===== config.mk =====
export PLATFORM = sky130hd
export DESIGN_NAME = rf_wb_arbiter
export DESIGN_NICKNAME = d
export VERILOG_FILES = /design/src/rtl/rf_wb_arbiter.sv
export SDC_FILE = /design/constraint.sdc
export NUM_CORES = 1
export LEC_CHECK = 0
export ABC_AREA = 1
export BUFFER_PORTS_ARGS = -buffer_cell sky130_fd_sc_hd__buf_4
export CAP_MARGIN = 20
export CORE_ASPECT_RATIO = 0.8
export CORE_UTILIZATION = 55
export CTS_BUF_LIST = sky130_fd_sc_hd__clkbuf_4 sky130_fd_sc_hd__clkbuf_8
export CTS_CLUSTER_SIZE = 8
export DETAILED_ROUTE_END_ITERATION = 6
export HOLD_SLACK_MARGIN = 0.1
export PLACE_DENSITY_LB_ADDON = 0.25
export SETUP_SLACK_MARGIN = 0.2
export SLEW_MARGIN = 15
export SYNTH_ARGS = -nofsm -noshare
export SYNTH_HDL_FRONTEND = slang
export SYNTH_SLANG_ARGS = --single-unit

===== constraint.sdc =====
create_clock -name clk -period 5.2 [get_ports clk]
set_input_delay 0.52 -clock clk [delete_from_list [all_inputs] [get_ports clk]]
set_output_delay 0.52 -clock clk [all_outputs]
set_load 0.02 [all_outputs]

===== src/rtl/rf_wb_arbiter.sv =====
// +-------------------------------------------------------------------------+
// | rf_wb_arbiter: shares the register-file write port between the pipeline  |
// | WB stage and a queued multicycle unit; scoreboards pending dests. Rev 1.0|
// +-------------------------------------------------------------------------+
`default_nettype none

module rf_wb_arbiter #(
  parameter int WIDTH  = 32,
  parameter int QDEPTH = 2,
  parameter int STARVE = 8
) (
  input  logic             clk,
  input  logic             reset,
  input  logic             pipe_we,
  input  logic [4:0]       pipe_wa,
  input  logic [WIDTH-1:0] pipe_wd,
  output logic             wb_hold,
  input  logic             mc_issue,
  input  logic [4:0]       mc_issue_rd,
  input  logic             mc_valid,
  input  logic [4:0]       mc_wa,
  input  logic [WIDTH-1:0] mc_wd,
  output logic             mc_ready,
  input  logic [4:0]       rs1_d,
  input  logic [4:0]       rs2_d,
  input  logic [4:0]       rd_d,
  output logic             stall_d,
  output logic [31:0]      busy,
  output logic             we3,
  output logic [4:0]       wa3,
  output logic [WIDTH-1:0] wd3
);

  localparam int c_aw = $clog2(QDEPTH);
  localparam int c_cw = $clog2(STARVE + 1);
  localparam logic [c_cw-1:0] c_starve = c_cw'(STARVE);

  logic [4:0]       r_fifo_wa [QDEPTH];
  logic [WIDTH-1:0] r_fifo_wd [QDEPTH];
  logic [c_aw:0]    r_wr_ptr;
  logic [c_aw:0]    r_rd_ptr;
  logic [c_cw-1:0]  r_cnt;
  logic [31:0]      r_busy;

  logic             w_empty;
  logic             w_full;
  logic             w_accept;
  logic             w_push;
  logic             w_pop;
  logic             w_pipe_valid;
  logic             w_forced;
  logic [4:0]       w_head_wa;
  logic [WIDTH-1:0] w_head_wd;
  logic [31:0]      w_busy_nxt;
  logic [31:0]      w_busy_vis;

  // The extra pointer bit separates full from empty when the index bits match.
  assign w_empty   = (r_wr_ptr == r_rd_ptr);
  assign w_full    = (r_wr_ptr[c_aw] != r_rd_ptr[c_aw]) &&
                     (r_wr_ptr[c_aw-1:0] == r_rd_ptr[c_aw-1:0]);
  assign w_head_wa = r_fifo_wa[r_rd_ptr[c_aw-1:0]];
  assign w_head_wd = r_fifo_wd[r_rd_ptr[c_aw-1:0]];

  assign mc_ready  = !w_full && !reset;
  assign w_accept  = mc_valid && mc_ready;
  assign w_push    = w_accept && (mc_wa != 5'd0);

  assign w_pipe_valid = pipe_we && (pipe_wa != 5'd0) && !reset;
  assign w_forced     = !w_empty && (r_cnt == c_starve) && !reset;

  always_comb begin
    we3     = 1'b0;
    wa3     = 5'd0;
    wd3     = '0;
    wb_hold = 1'b0;
    w_pop   = 1'b0;
    if (w_forced) begin
      we3     = 1'b1;
      wa3     = w_head_wa;
      wd3     = w_head_wd;
      w_pop   = 1'b1;
      wb_hold = w_pipe_valid;
    end else if (w_pipe_valid) begin
      we3 = 1'b1;
      wa3 = pipe_wa;
      wd3 = pipe_wd;
    end else if (!w_empty && !reset) begin
      we3   = 1'b1;
      wa3   = w_head_wa;
      wd3   = w_head_wd;
      w_pop = 1'b1;
    end
  end

  // Clear first so a same-cycle issue to the popped register keeps it busy.
  always_comb begin
    w_busy_nxt = r_busy;
    if (w_pop) begin
      w_busy_nxt[w_head_wa] = 1'b0;
    end
    if (mc_issue && (mc_issue_rd != 5'd0)) begin
      w_busy_nxt[mc_issue_rd] = 1'b1;
    end
  end

  // The popped register is written on the falling edge, so Decode may read it now.
  always_comb begin
    w_busy_vis = r_busy;
    if (w_pop) begin
      w_busy_vis[w_head_wa] = 1'b0;
    end
    stall_d = !reset && (((rs1_d != 5'd0) && w_busy_vis[rs1_d]) ||
                         ((rs2_d != 5'd0) && w_busy_vis[rs2_d]) ||
                         ((rd_d  != 5'd0) && w_busy_vis[rd_d]));
  end

  assign busy = r_busy;

  always_ff @(posedge clk) begin
    if (reset) begin
      r_wr_ptr <= '0;
      r_rd_ptr <= '0;
      r_cnt    <= '0;
      r_busy   <= '0;
    end else begin
      r_busy <= w_busy_nxt;
      if (w_push) begin
        r_wr_ptr <= r_wr_ptr + 1'b1;
      end
      if (w_pop) begin
        r_rd_ptr <= r_rd_ptr + 1'b1;
      end
      if (w_pop || w_empty) begin
        r_cnt <= '0;
      end else if (r_cnt != c_starve) begin
        r_cnt <= r_cnt + 1'b1;
      end
    end
  end

  always_ff @(posedge clk) begin
    if (w_push) begin
      r_fifo_wa[r_wr_ptr[c_aw-1:0]] <= mc_wa;
      r_fifo_wd[r_wr_ptr[c_aw-1:0]] <= mc_wd;
    end
  end

endmodule

`default_nettype wire


==> results.md <==
- Clock buffer depth: 2
- Post-route insts no fill: between 1000 and 1500
- IO Pins: 172
- Die Width: 121 µm
- Slowest CP cell: nand2_4
- Placed Instances: between 1000 and 1500
- Critical path buffers and inverters: 2
- Cts hold-fix bufs: 0
- Max_cap viols: 0
- CP top delay family: simple AND/OR/NAND/NOR gates
- Layout area overhead: 29.1%
- Wire per inst: 21.2 µm
- Port bufs: 171
- CORE AREA: around 0.011 mm²
- Post-DP HPWL: 16100 µm
- Vias post-DR: 6655
- Worst-path cell chain: inv_1 -> ha_1 -> nand3b_1 -> nand3_2 -> nand2_4 -> nor2_1 -> a21boi_0 -> nand2_1 -> nand3_1 -> nand2_1 -> nand3_1 -> nand2_1 -> nand3_1 -> nor2_1 -> nor2_1 -> buf_4
- Layout Cell Area excl Fill: just over 0.008 mm²
- Final period utilization: 0.795
- Synthesized area: 0.00626 mm²
- Setup TNS: 0 ps
- Lkg Pwr: 3.26 nW
- Status: finished, violations left
- Dominant cell type by area after synthesis: edfxtp_1
- Library cells used by synthesis: 41
- CTS buffer count: 17
- Setup slack after layout: 1070 ps
- Place WS: 1460 ps
- PD cells: 291 mW/mm²
- Final Net Count: 1018
- Cells after Synth: 751
- Syn. warnings: 0
- Mapped Nets: 852
- Min Tclk post-route: 4130 ps
- Sequential share of the synthesized area: 0.486
- Clock sinks: between 100 and 150
- Maximum VDD drop: 0.000245 V
- Fmax: roughly 240 MHz
- Vias in the first global route: 6253
- Initial antenna violation count: 0
- Die area: between 0.01 and 0.015 mm²
- GP Congestion: 0.966
- GRT Total Usage: 0.388
- CTS tree: done
- Remaining DRCs: 1
- CP arrival: 3610 ps
- Synth Area per Inst: around 8.3 µm²
- Height of the die: 97.4 µm
- # setup viols final: 0
- Root buf cell: clkbuf_8
- Final ANT Viol Nets: 0
- Placed cell areas: 0.00761 mm²
- Critical path required time: 4680 ps
- Row count: 34
- CTS H-tree depth: 4
- Post-synth top area share: 0.355
- Worst setup EP type: primary output
- First-pass GRT wire length: 33800 µm
- Post-Route WL: 22800 µm
- Post-CTS Resized: 0
- Crit Path Class: reg -> out
- Largest net degree at the start of global routing: 46
- RSZ-0062 raised after global routing: no
- Drt pass-1 iters: 7
- Failing checks: design-rule violations
- Final hold violations: 0
- Hold Path Class: in -> reg
- Crit-path max FO: between 40 and 50
- Clk pin slew, worst setup/hold paths: 80 ps
- Slew HR: 0.187
- Vias/cell: 6.20
- GRT Residual Overflow: 0
- FF+latch count, synth: 115
- Layout cells sized above 1: 0.276
- Clk_lat worst skew: 440 ps
- Worst Skew: 13.8 ps
- Antenna Cells: 0
- Worst setup SP type: flop
- Slew Limit Fails: 0
- Worst slew pin tran: 1210 ps
- Critical path's largest stage delay: 660 ps
- Final-layout fill cell count: 753
- Post-CTS Setup Repair Bufs: 0
- Final Power: around 0.0023 W
- Synth area leaders: edfxtp_1 (35%), dfxtp_1 (13%), nand3_1 (12%)
- Starting density of the core: 0.571
- Number of DRC markers in iteration 0: 922
## Yosys cell counts
master	n
nand2_1	157
nand3_1	146
edfxtp_1	74
nor2_1	59
a21oi_1	49
inv_1	42
dfxtp_1	41
o21ai_0	40
mux2i_1	32
nand3_2	14
clkbuf_1	12
nand2_2	11
nor3_1	11
inv_2	9
buf_1	7
buf_6	5
buf_2	4
nand2_4	4
o21ai_2	4
a21boi_0	3
clkinv_1	2
ha_1	2
nand4_1	2
o211ai_1	2
o21ai_1	2
or2_2	2
a21boi_1	1
a21oi_4	1
a31oi_1	1
and2_1	1
nand3b_1	1
nand4_2	1
nor2_2	1
o21bai_1	1
o311ai_0	1
o32ai_1	1
or2_0	1
or2_1	1
or3_1	1
xnor2_1	1
xor2_1	1
## logic make-up (layout without fill, tap and decap cells)
group	Yosys count	in the layout	share of synthesized area
compound gates	106	106	0.0931
xor+xnor	2	2	0.00280
fa+ha+maj	2	2	0.00400
buf+inv	81	260	0.0553
flops	115	115	0.486
mux	32	32	0.0511
simple gates	413	413	0.308
## metrics by stage
stage / util / hold WS, ps
final: 0.736 / 259
after global routing: 0.736 / 255
after CTS: 0.731 / 253
after detailed placement: 0.693 / 485
after global placement: 0.693 / 440
after floorplan: - / 430
## per-layer routing
layer	routed length [µm]	GRT usage	vias up
met5	0	0	-
met4	734	0.123	0
met3	3010	0.120	79
met2	10400	0.597	518
met1	8600	0.520	3118
li1	-	-	2940
## cell type report
class / instances / area [µm²] / share of cell area
clock buffers: 17 / 234 / 0.0290
clock inverters: 15 / 178 / 0.0220
inverters: 53 / 199 / 0.0246
multi-input cells: 555 / 2890 / 0.358
flip-flops and latches: 115 / 3040 / 0.377
well taps: 144 / 180 / 0.0223
repair buffers: 175 / 1350 / 0.168
## where the power goes
part | switching [W] | total, W | internal (W)
registers | 0.0000201 | 0.00102 | 0.00100
logic | 0.000276 | 0.000437 | 0.000161
clock network | 0.000411 | 0.000890 | 0.000478
total | 0.000708 | 0.00235 | 0.00164
## flip-flops by register name (all words and copies together), names as in the netlist, named ones only
name and flops:
r_rd_ptr 2, busy 32, r_fifo_wd 64, r_wr_ptr 2, r_fifo_wa 10, r_cnt 4
## placed cells by master (no fill, tap or decap), types with 3 or more instances in the layout
| cell type | count |
|---|---|
| nor3_1 | 10 |
| clkinv_1 | 3 |
| inv_6 | 5 |
| inv_1 | 42 |
| nand2_1 | 157 |
| o21ai_2 | 4 |
| a21oi_1 | 49 |
| o21ai_0 | 40 |
| bufinv_16 | 3 |
| clkinv_2 | 3 |
| buf_4 | 173 |
| a21boi_0 | 3 |
| clkbuf_8 | 17 |
| nor2_1 | 57 |
| mux2i_1 | 32 |
| nand3_1 | 146 |
| nand2_2 | 11 |
| dfxtp_1 | 40 |
| nand2_4 | 4 |
| nand3_2 | 14 |
| edfxtp_1 | 74 |
| inv_2 | 9 |
## path summary, 6_finish.rpt
| path | from | depth (start not counted) | to | slack [ps] |
|---|---|---|---|---|
| worst max-delay path | r_cnt[0]$_SDFFE_PP0P_ | 16 | stall_d | 1070 |
| worst min-delay path | mc_wd[8] | 1 | r_fifo_wd[0][8]$_DFFE_PP_ | 260 |
| worst max register to register | r_wr_ptr[0]$_SDFFE_PP0P_ | 10 | r_wr_ptr[1]$_SDFFE_PP0P_ | 2340 |
| worst min register to register | r_cnt[0]$_SDFFE_PP0P_ | 1 | r_cnt[0]$_SDFFE_PP0P_ | 520 |
## worst register-to-register path: cells and delay by family, from the launching register on
kind                   cells  cell delay (ps)
AO/OA/AOI/OAI              4             1090
AND/OR/NAND/NOR            3              800
flip-flops                 1              410
buffers and inverters      3              450
No activity file was read; power rests on OpenSTA's default activity.
